**config.mk**
```make
export PLATFORM = sky130hd
export DESIGN_NAME = axi_read_arbiter_flat
export DESIGN_NICKNAME = d
export VERILOG_FILES = /design/src/rtl/axi_read_arbiter_if.sv /design/src/rtl/axi_read_arbiter.sv /design/src/flat_wrapper.sv
export SDC_FILE = /design/constraint.sdc
export NUM_CORES = 1
export LEC_CHECK = 0
export BUFFER_PORTS_ARGS = -buffer_cell sky130_fd_sc_hd__clkbuf_2
export CORE_MARGIN = 2
export CORE_UTILIZATION = 34
export DETAILED_ROUTE_END_ITERATION = 12
export PLACE_DENSITY_LB_ADDON = 0.08
export SLEW_MARGIN = 40
export SYNTH_ARGS = -nofsm -noshare
export SYNTH_HDL_FRONTEND = slang
export SYNTH_SLANG_ARGS = --single-unit
export TNS_END_PERCENT = 5
```
**constraint.sdc**
```tcl
create_clock -name clk -period 4.4 [get_ports clk]
set_input_delay 0.88 -clock clk [delete_from_list [all_inputs] [get_ports clk]]
set_output_delay 0.88 -clock clk [all_outputs]
set_load 0.005 [all_outputs]
```
**src/rtl/axi_read_arbiter_if.sv**
```systemverilog
// Bundled requester-side and master-side AXI4 read signals for the read arbiter.
// The arbiter uses the master modport; the environment (requesters plus slave) uses the slave modport.
interface axi_read_arbiter_if #(
    parameter int NUM_REQ    = 4,
    parameter int ADDR_WIDTH = 32,
    parameter int DATA_WIDTH = 32
);
    logic [NUM_REQ-1:0]            req_arvalid;
    logic [NUM_REQ*ADDR_WIDTH-1:0] req_araddr;
    logic [NUM_REQ*8-1:0]          req_arlen;
    logic [NUM_REQ-1:0]            req_arready;
    logic [NUM_REQ-1:0]            req_rvalid;
    logic [NUM_REQ-1:0]            req_rready;
    logic [DATA_WIDTH-1:0]         req_rdata;

    logic                          m_arvalid;
    logic [ADDR_WIDTH-1:0]         m_araddr;
    logic [7:0]                    m_arlen;
    logic                          m_arready;
    logic                          m_rvalid;
    logic                          m_rready;
    logic [DATA_WIDTH-1:0]         m_rdata;
    logic                          m_rlast;

    modport master (
        input  req_arvalid, req_araddr, req_arlen, req_rready,
        input  m_arready, m_rvalid, m_rdata, m_rlast,
        output req_arready, req_rvalid, req_rdata,
        output m_arvalid, m_araddr, m_arlen, m_rready
    );

    modport slave (
        output req_arvalid, req_araddr, req_arlen, req_rready,
        output m_arready, m_rvalid, m_rdata, m_rlast,
        input  req_arready, req_rvalid, req_rdata,
        input  m_arvalid, m_araddr, m_arlen, m_rready
    );
endinterface

```
**src/rtl/axi_read_arbiter.sv**
```systemverilog
// Round-robin arbiter sharing one AXI4 read channel among NUM_REQ requesters,
// one burst outstanding, with beat tracking and a sticky RLAST-mismatch flag.
module axi_read_arbiter #(
    parameter  int NUM_REQ    = 4,
    parameter  int ADDR_WIDTH = 32,
    parameter  int DATA_WIDTH = 32,
    localparam int IDW        = $clog2(NUM_REQ)
) (
    input  logic                  clk,
    input  logic                  reset,
    axi_read_arbiter_if.master    bus,
    output logic [IDW-1:0]        grant_id,
    output logic                  busy,
    output logic                  protocol_error
);
    typedef enum logic [1:0] {
        ST_IDLE = 2'd0,
        ST_ADDR = 2'd1,
        ST_DATA = 2'd2
    } state_e;

    state_e                  state_q;
    logic [IDW-1:0]          ptr_q;
    logic [IDW-1:0]          grant_q;
    logic [7:0]              cnt_q;
    logic [7:0]              len_q;
    logic [ADDR_WIDTH-1:0]   addr_q;
    logic                    perr_q;
    logic                    arvalid_q;
    logic                    busy_q;
    logic [IDW-1:0]          pick_d;
    logic                    beat_s;

    // First requesting index at or after ptr, wrapping from NUM_REQ-1 to 0.
    function automatic logic [IDW-1:0] rr_pick(input logic [NUM_REQ-1:0] vld,
                                               input logic [IDW-1:0]     ptr);
        logic [IDW-1:0] pick;
        logic [IDW-1:0] idx;
        logic           found;
        pick  = ptr;
        found = 1'b0;
        for (int k = 0; k < NUM_REQ; k++) begin
            idx = IDW'((int'(ptr) + k) % NUM_REQ);
            if (!found && vld[idx]) begin
                pick  = idx;
                found = 1'b1;
            end
        end
        return pick;
    endfunction

    // Round-robin candidate for the next grant.
    always_comb begin
        pick_d = rr_pick(bus.req_arvalid, ptr_q);
    end

    // Route address accept and read data between the granted requester and the master.
    always_comb begin
        bus.req_arready = '0;
        bus.req_rvalid  = '0;
        bus.m_rready    = 1'b0;
        bus.req_rdata   = '0;
        case (state_q)
            ST_ADDR: begin
                bus.req_arready[grant_q] = bus.m_arready;
            end
            ST_DATA: begin
                bus.req_rvalid[grant_q] = bus.m_rvalid;
                bus.m_rready            = bus.req_rready[grant_q];
                bus.req_rdata           = bus.m_rdata;
            end
            default: begin
                bus.req_rdata = '0;
            end
        endcase
    end

    assign beat_s = (state_q == ST_DATA) && bus.m_rvalid && bus.m_rready;

    // Arbitration, burst tracking and registered status outputs.
    always_ff @(posedge clk or posedge reset) begin
        if (reset) begin
            state_q   <= ST_IDLE;
            ptr_q     <= '0;
            grant_q   <= '0;
            cnt_q     <= 8'd0;
            len_q     <= 8'd0;
            addr_q    <= '0;
            perr_q    <= 1'b0;
            arvalid_q <= 1'b0;
            busy_q    <= 1'b0;
        end else begin
            case (state_q)
                ST_IDLE: begin
                    if (|bus.req_arvalid) begin
                        grant_q   <= pick_d;
                        addr_q    <= bus.req_araddr[pick_d*ADDR_WIDTH +: ADDR_WIDTH];
                        len_q     <= bus.req_arlen[pick_d*8 +: 8];
                        arvalid_q <= 1'b1;
                        busy_q    <= 1'b1;
                        state_q   <= ST_ADDR;
                    end
                end
                ST_ADDR: begin
                    if (bus.m_arready) begin
                        cnt_q     <= len_q;
                        arvalid_q <= 1'b0;
                        state_q   <= ST_DATA;
                    end
                end
                ST_DATA: begin
                    if (beat_s) begin
                        // A mismatched RLAST is flagged but the count still decides the end.
                        if (bus.m_rlast != (cnt_q == 8'd0)) begin
                            perr_q <= 1'b1;
                        end
                        if (cnt_q == 8'd0) begin
                            ptr_q   <= (grant_q == IDW'(NUM_REQ - 1)) ? '0 : grant_q + IDW'(1);
                            busy_q  <= 1'b0;
                            state_q <= ST_IDLE;
                        end else begin
                            cnt_q <= cnt_q - 8'd1;
                        end
                    end
                end
                default: begin
                    arvalid_q <= 1'b0;
                    busy_q    <= 1'b0;
                    state_q   <= ST_IDLE;
                end
            endcase
        end
    end

    assign bus.m_arvalid  = arvalid_q;
    assign bus.m_araddr   = addr_q;
    assign bus.m_arlen    = len_q;
    assign grant_id       = grant_q;
    assign busy           = busy_q;
    assign protocol_error = perr_q;
endmodule
```
**src/flat_wrapper.sv**
```systemverilog
// flat-port wrapper written by rule: the top's interface ports become plain ports
module axi_read_arbiter_flat 
#(
    parameter  int NUM_REQ    = 4,
    parameter  int ADDR_WIDTH = 32,
    parameter  int DATA_WIDTH = 32,
    localparam int IDW        = $clog2(NUM_REQ)
)
  (clk, reset, grant_id, busy, protocol_error, bus_req_arvalid, bus_req_araddr, bus_req_arlen, bus_req_rready, bus_m_arready, bus_m_rvalid, bus_m_rdata, bus_m_rlast, bus_req_arready, bus_req_rvalid, bus_req_rdata, bus_m_arvalid, bus_m_araddr, bus_m_arlen, bus_m_rready);
  axi_read_arbiter_if #(.NUM_REQ(NUM_REQ), .ADDR_WIDTH(ADDR_WIDTH), .DATA_WIDTH(DATA_WIDTH)) bus_i ();
  input  logic clk;
  input  logic reset;
  output logic [IDW-1:0] grant_id;
  output logic busy;
  output logic protocol_error;
  input wire logic [$bits(bus_i.req_arvalid)-1:0] bus_req_arvalid;
  input wire logic [$bits(bus_i.req_araddr)-1:0] bus_req_araddr;
  input wire logic [$bits(bus_i.req_arlen)-1:0] bus_req_arlen;
  input wire logic [$bits(bus_i.req_rready)-1:0] bus_req_rready;
  input wire logic [$bits(bus_i.m_arready)-1:0] bus_m_arready;
  input wire logic [$bits(bus_i.m_rvalid)-1:0] bus_m_rvalid;
  input wire logic [$bits(bus_i.m_rdata)-1:0] bus_m_rdata;
  input wire logic [$bits(bus_i.m_rlast)-1:0] bus_m_rlast;
  output wire logic [$bits(bus_i.req_arready)-1:0] bus_req_arready;
  output wire logic [$bits(bus_i.req_rvalid)-1:0] bus_req_rvalid;
  output wire logic [$bits(bus_i.req_rdata)-1:0] bus_req_rdata;
  output wire logic [$bits(bus_i.m_arvalid)-1:0] bus_m_arvalid;
  output wire logic [$bits(bus_i.m_araddr)-1:0] bus_m_araddr;
  output wire logic [$bits(bus_i.m_arlen)-1:0] bus_m_arlen;
  output wire logic [$bits(bus_i.m_rready)-1:0] bus_m_rready;
  assign bus_i.req_arvalid = bus_req_arvalid;
  assign bus_i.req_araddr = bus_req_araddr;
  assign bus_i.req_arlen = bus_req_arlen;
  assign bus_i.req_rready = bus_req_rready;
  assign bus_i.m_arready = bus_m_arready;
  assign bus_i.m_rvalid = bus_m_rvalid;
  assign bus_i.m_rdata = bus_m_rdata;
  assign bus_i.m_rlast = bus_m_rlast;
  assign bus_req_arready = bus_i.req_arready;
  assign bus_req_rvalid = bus_i.req_rvalid;
  assign bus_req_rdata = bus_i.req_rdata;
  assign bus_m_arvalid = bus_i.m_arvalid;
  assign bus_m_araddr = bus_i.m_araddr;
  assign bus_m_arlen = bus_i.m_arlen;
  assign bus_m_rready = bus_i.m_rready;
  axi_read_arbiter #(.NUM_REQ(NUM_REQ), .ADDR_WIDTH(ADDR_WIDTH), .DATA_WIDTH(DATA_WIDTH)) u_core (.clk(clk), .reset(reset), .bus(bus_i), .grant_id(grant_id), .busy(busy), .protocol_error(protocol_error));
endmodule
```
==> results of run 1 <==
## per-layer routing
metal / wire, um / GRT usage, % / share of wire (%) / vias up
li1: - / - / - / 2261
met1: 6120 / 26.5 / 40 / 2234
met2: 7790 / 38.6 / 52 / 187
met3: 986 / 4.67 / 6.5 / 14
met4: 217 / 6.43 / 1.4 / 0
met5: 0 / 0 / 0 / -
## final timing paths
kind	startpoint	end	slack [ns]	cells past startpoint
worst max register to register	u_core.ptr_q[1]	u_core.bus.m_araddr[15]	1.75	6
worst min-delay path	u_core.protocol_error	u_core.protocol_error	0.46	1
min in group asynchronous	reset	u_core.bus.m_araddr[4]	0.60	2
worst min register to register	u_core.protocol_error	u_core.protocol_error	0.46	1
max in group asynchronous	reset	u_core.bus.m_araddr[29]	2.93	3
worst max-delay path	bus_req_arvalid[3]	u_core.bus.m_araddr[15]	1.50	7
## logic make-up after synthesis
| family | count (synthesis) |
|---|---|
| simple gates | 134 |
| xor+xnor | 1 |
| compound gates | 163 |
| flops | 57 |
| mux | 42 |
| buf+inv | 49 |
| fa+ha+maj | 6 |
## final cells by class
class / instances / area [um2]
clock inverters: 7 / 47.5
repair buffers: 305 / 1570
flip-flops and latches: 57 / 1430
multi-input cells: 346 / 2710
fillers: 1222 / 6240
well taps: 172 / 215
clock buffers: 9 / 225
inverters: 8 / 30.0
## sequential cells by signal, summed over array words and instances, names as in the netlist
signal / count
u_core.busy: 1
u_core.bus.m_araddr: 32
u_core.grant_id: 2
u_core.protocol_error: 1
u_core.ptr_q: 2
u_core.cnt_q: 8
u_core.bus.m_arvalid: 1
u_core.state_q: 2
u_core.bus.m_arlen: 8
## placed cells by master, fill, tap and decap left out, drive strengths merged, types with 2 or more instances in the layout
cell type    n
clkbuf     300
dfrtp       57
a211oi      44
and2        38
nor2        35
o21ai       29
a21oi       27
mux2i       21
o31a        21
nand3       20
mux2        20
a221o       19
buf         14
nand2       11
inv          8
nor2b        7
and3         6
ha           6
nor3         6
clkinvlp     5
o21a         3
nand2b       3
o2bb2ai      3
o31ai        3
nor4         2
or3          2
a21o         2
clkinv       2
## power breakdown
part / total, mW / leakage [nW] / internal, mW / switching (mW)
clock network: 0.645 / 0.119 / 0.378 / 0.267
registers: 0.984 / 0.661 / 0.772 / 0.212
logic: 1.43 / 2.24 / 0.692 / 0.739
total: 3.06 / 3.02 / 1.84 / 1.22
## per-stage QoR
step           std cells  hold WS, ns
3_3_place_gp         886        0.443
2_1_floorplan        452        0.451
4_1_cts              903        0.465
6_report             904        0.458
5_1_grt              904        0.491
3_5_place_dp         887        0.451
## worst max-delay path, delay by kind of cell
kind                   cells  cell delay [ns]
buffers and inverters      2             0.41
AO/OA/AOI/OAI              2             0.96
AND/OR/NAND/NOR            2             0.51
multiplexers               1             0.34
==> impl_metrics.json, run 1 <==
{
  "syn_inst": 452,
  "synthAdderAreaFrac_pct": 1.74,
  "finalHoldViolCount": 0,
  "fp.dieW_um": 117,
  "drt_iter0_markers": 183,
  "cp_slowest_cell": "a2111o_1",
  "grt_pass1_wl_um": 22800,
  "syn-cell-area_um2": 4310,
  "cts_resized": 0,
  "synthTopCellsByCount": "dfrtp_1 (57), a211oi_2 (40), and2_1 (38), nor2_1 (35), a21oi_1 (27)",
  "postCtsSetupRepairBufs": 0,
  "syn_nets": 663,
  "powerDensity_nw_per_um2": 491,
  "period_share_pct": 65.9,
  "setup_viol": 0,
  "max_cap_viol_count": 0,
  "fin_area_um2": 6220,
  "cp.arrival_ns": 3.11,
  "final_util_pct": 49.9,
  "async_flop_share_pct": 100,
  "synth_compound_area_share_pct": 32.7,
  "synth.area.mux_share_pct": 10.6,
  "wirelength_um": 15100,
  "crit_required_ns": 4.61,
  "max_stage_delay_ns": 0.64,
  "hpwl_um": 11600,
  "cts_max_level": 3,
  "synth.distinct_cells": 54,
  "gr-total-overflow": 0,
  "fin_ws_ns": 1.50,
  "finClkSkew_ns": 0.00503,
  "drive_above_1_share_pct": 52.6,
  "hold_class": "reg -> reg",
  "place_ws_ns": 1.16,
  "cts_tree": "yes",
  "fp.dieH_um": 117,
  "p_leak_nw": 3.02,
  "worstSetupPathType": "in -> reg",
  "root_buffer": "clkbuf_16",
  "end_kind": "register",
  "synth_xor_area_share_pct": 0.203,
  "fmax_mhz": 345,
  "antenna_left": 0,
  "peakVddDrop_v": 0.000177,
  "maxSlewViolCount": 0,
  "ios": 291,
  "firstDrtPassIters": 4,
  "cts_max_path_buffers": 2,
  "avgRoutedWirePerCell_um": 16.7,
  "synth_top_family_by_area": "compound AO/OA/AOI/OAI gates",
  "synth_most_common_cell": "dfrtp_1",
  "critPathMaxFanout": 20,
  "cts.clk_slew.worst_paths_ns": 0.06,
  "dieArea_um2": 13600,
  "slew_headroom_pct": 50.1,
  "worst_slew_pin_slew_ns": 0.749,
  "rows": 41,
  "cts_buffers": 9,
  "hold_buffers": 0,
  "clkLatencyLatePin_ns": 0.33,
  "grt_pass1_vias": 4569,
  "path_cells": "clkbuf_2 -> nor3_1 -> a2111o_1 -> nand2_1 -> buf_4 -> mux2_1 -> a221o_1",
  "antenna_found_initial": 0,
  "fin_crit_ns": 2.90,
  "status": "completed",
  "avgSynthCellArea_um2": 9.53,
  "rsz0062_at_grt": "no",
  "start_kind": "primary input",
  "grt_max_degree": 43,
  "p_total_mw": 3.06,
  "portBuffers": 290,
  "timing.setup.tns_ns": 0,
  "coreArea_um2": 12500,
  "yosys.area.top_type_share_pct": 33.1,
  "place_congestion": 0.811,
  "clock-sinks": 57,
  "via_per_inst": 5.19,
  "yosys_warnings": 0,
  "post-synth-top-area-cell": "dfrtp_1",
  "final_nets": 938,
  "groute.usage.overall_pct": 21.7,
  "synth-edff-count": 0,
  "via_count": 4696,
  "placed_area_um2": 5930,
  "syn_to_final_growth_pct": 44.6,
  "synth_area_leaders": "dfrtp_1 (33%), a211oi_2 (12%), and2_1 (5.5%), mux2i_1 (4.9%), a221o_1 (4.4%)",
  "synth_ff_type": "dfrtp_1",
  "n_antenna_cell": 0,
  "drc_errors": 0,
  "ys_ff_latch": 57,
  "ys_seq_area_share_pct": 33.1,
  "synth-simple-area-share_pct": 16.5,
  "start_util_pct": 34.5
}
Power figures use the tool's default switching activity.
==> run 2: changes to the inputs <==
- clock period: 4.4 -> 2.3 ns (I/O delays scaled with it)
==> impl_metrics.json, run 2 (synthesis gave the netlist of run 1 again) <==
{
  "clkLatencyLatePin_ns": 0.32,
  "p_leak_nw": 3.16,
  "placed_area_um2": 6140,
  "grt_max_degree": 39,
  "setup_viol": 0,
  "postCtsSetupRepairBufs": 0,
  "startpoint": "u_core.ptr_q[1]",
  "rsz0062_at_grt": "no",
  "critPathMaxFanout": 17,
  "cts.clk_slew.worst_paths_ns": 0.05,
  "finClkSkew_ns": 0.00412,
  "root_buffer": "clkbuf_16",
  "power_frac_comb_pct": 45.8,
  "avgRoutedWirePerCell_um": 16.8,
  "fmax_mhz": 465,
  "via_count": 4748,
  "n_antenna_cell": 0,
  "fp.dieH_um": 117,
  "maxSlewViolCount": 0,
  "peakVddDrop_v": 0.000424,
  "clock-sinks": 57,
  "cp_slowest_cell": "a2111o_1",
  "status": "completed",
  "end_kind": "register",
  "timing.setup.tns_ns": 0,
  "final_common_cell": "clkbuf_2",
  "place_congestion": 0.815,
  "max_stage_delay_ns": 0.43,
  "worst_slew_pin_slew_ns": 0.589,
  "swShare_pct": 37.3,
  "antenna_left": 0,
  "r2r_start": "u_core.ptr_q[1]",
  "powerDensity_nw_per_um2": 960,
  "p_int_mw": 3.89,
  "hold_buffers": 0,
  "final_nets": 951,
  "period_share_pct": 93.6,
  "syn_to_final_growth_pct": 50.2,
  "rows": 41,
  "drt_iter0_markers": 151,
  "hpwl_um": 11900,
  "cts_tree": "yes",
  "cts_max_level": 3,
  "groute.usage.overall_pct": 21.6,
  "r2r_slack_ns": 0.15,
  "crit_required_ns": 2.51,
  "largest_reg_flops": 32,
  "start_util_pct": 34.5,
  "drc_errors": 0,
  "pwr-share-clk_pct": 23.9,
  "start_kind": "register",
  "fin_area_um2": 6470,
  "drive_above_1_share_pct": 53.3,
  "dieArea_um2": 13600,
  "gr-total-overflow": 0,
  "hold_class": "in -> async",
  "wirelength_um": 15400,
  "max_cap_viol_count": 0,
  "cts_resized": 0,
  "fin_crit_ns": 2.15,
  "cts_max_path_buffers": 2,
  "worstSetupPathType": "reg -> reg",
  "p_sw_mw": 2.32,
  "slew_headroom_pct": 60.6,
  "portBuffers": 290,
  "grt_pass1_wl_um": 22900,
  "coreArea_um2": 12500,
  "r2r-end": "u_core.bus.m_araddr[3]",
  "seq_power_share_pct": 30.3,
  "ios": 291,
  "antenna_found_initial": 0,
  "fp.dieW_um": 117,
  "layout_common_cells": "clkbuf_2 (290), dfrtp_1 (57), a211oi_2 (39)",
  "firstDrtPassIters": 4,
  "cp.arrival_ns": 2.36,
  "r2r_cells": 6,
  "via_per_inst": 5.18,
  "grt_pass1_vias": 4640,
  "path_cells": "nor2b_1 -> a2111o_1 -> nand2_1 -> buf_12 -> mux2_2 -> a221o_1",
  "cts_buffers": 9,
  "finalHoldViolCount": 0
}
==> run 2: worst max path at each step <==
stage | slack, ns | to | cells past startpoint
final | 0.15 | u_core.bus.m_araddr[3] | 6
after CTS | 0.14 | u_core.bus.m_araddr[3] | 6
after floorplan | 0.28 | u_core.bus.m_araddr[11] | 6
after global routing | 0.07 | u_core.bus.m_araddr[3] | 6
after detailed placement | 0.04 | u_core.bus.m_araddr[3] | 7
after global placement | 0.06 | u_core.bus.m_araddr[4] | 6
==> run 2: layout make-up <==
class	count	area (um2)
clock buffer	11	253
clock inverter	5	77.6
fill	1179	6000
inverter	8	30.0
multi-input combinational	346	2700
sequential	57	1430
tap	172	215
timing repair buffer	318	1770
==> run 2: stage by stage <==
step	cells	setup slack, ns	util [%]	total power [mW]	hold slack (ns)
after floorplan	452	0.284	-	3.44	0.451
after global placement	900	0.0566	49.1	4.72	0.444
after detailed placement	901	0.0400	49.2	4.78	0.450
after CTS	917	0.144	51.9	6.29	0.144
after global routing	917	0.0678	51.9	6.65	0.174
final	917	0.147	51.9	6.21	0.126
==> run 2: per-layer routing <==
metal | vias up | GRT usage (%) | wire [um]
met1 | 2251 | 26.0 | 6270
met3 | 19 | 3.43 | 948
met4 | 0 | 7.53 | 306
li1 | 2281 | - | -
met5 | - | 0 | 0
met2 | 197 | 39.1 | 7860
==> run 2: worst max-delay path: cells and delay by family, from the launching register on <==
kind	cells	cell delay, ns
multiplexers	1	0.35
AO/OA/AOI/OAI	2	0.75
buffers and inverters	1	0.18
AND/OR/NAND/NOR	2	0.33
flip-flops	1	0.41
==> run 2: power groups by stage <==
stage / Sequential [mW] / Clock [mW] / Combinational (mW)
5_1_grt: 1.94 / 1.55 / 3.16
3_5_place_dp: 1.89 / 0 / 2.89
3_3_place_gp: 1.89 / 0 / 2.83
2_1_floorplan: 1.81 / 0 / 1.63
4_1_cts: 1.88 / 1.51 / 2.90
6_report: 1.88 / 1.48 / 2.85
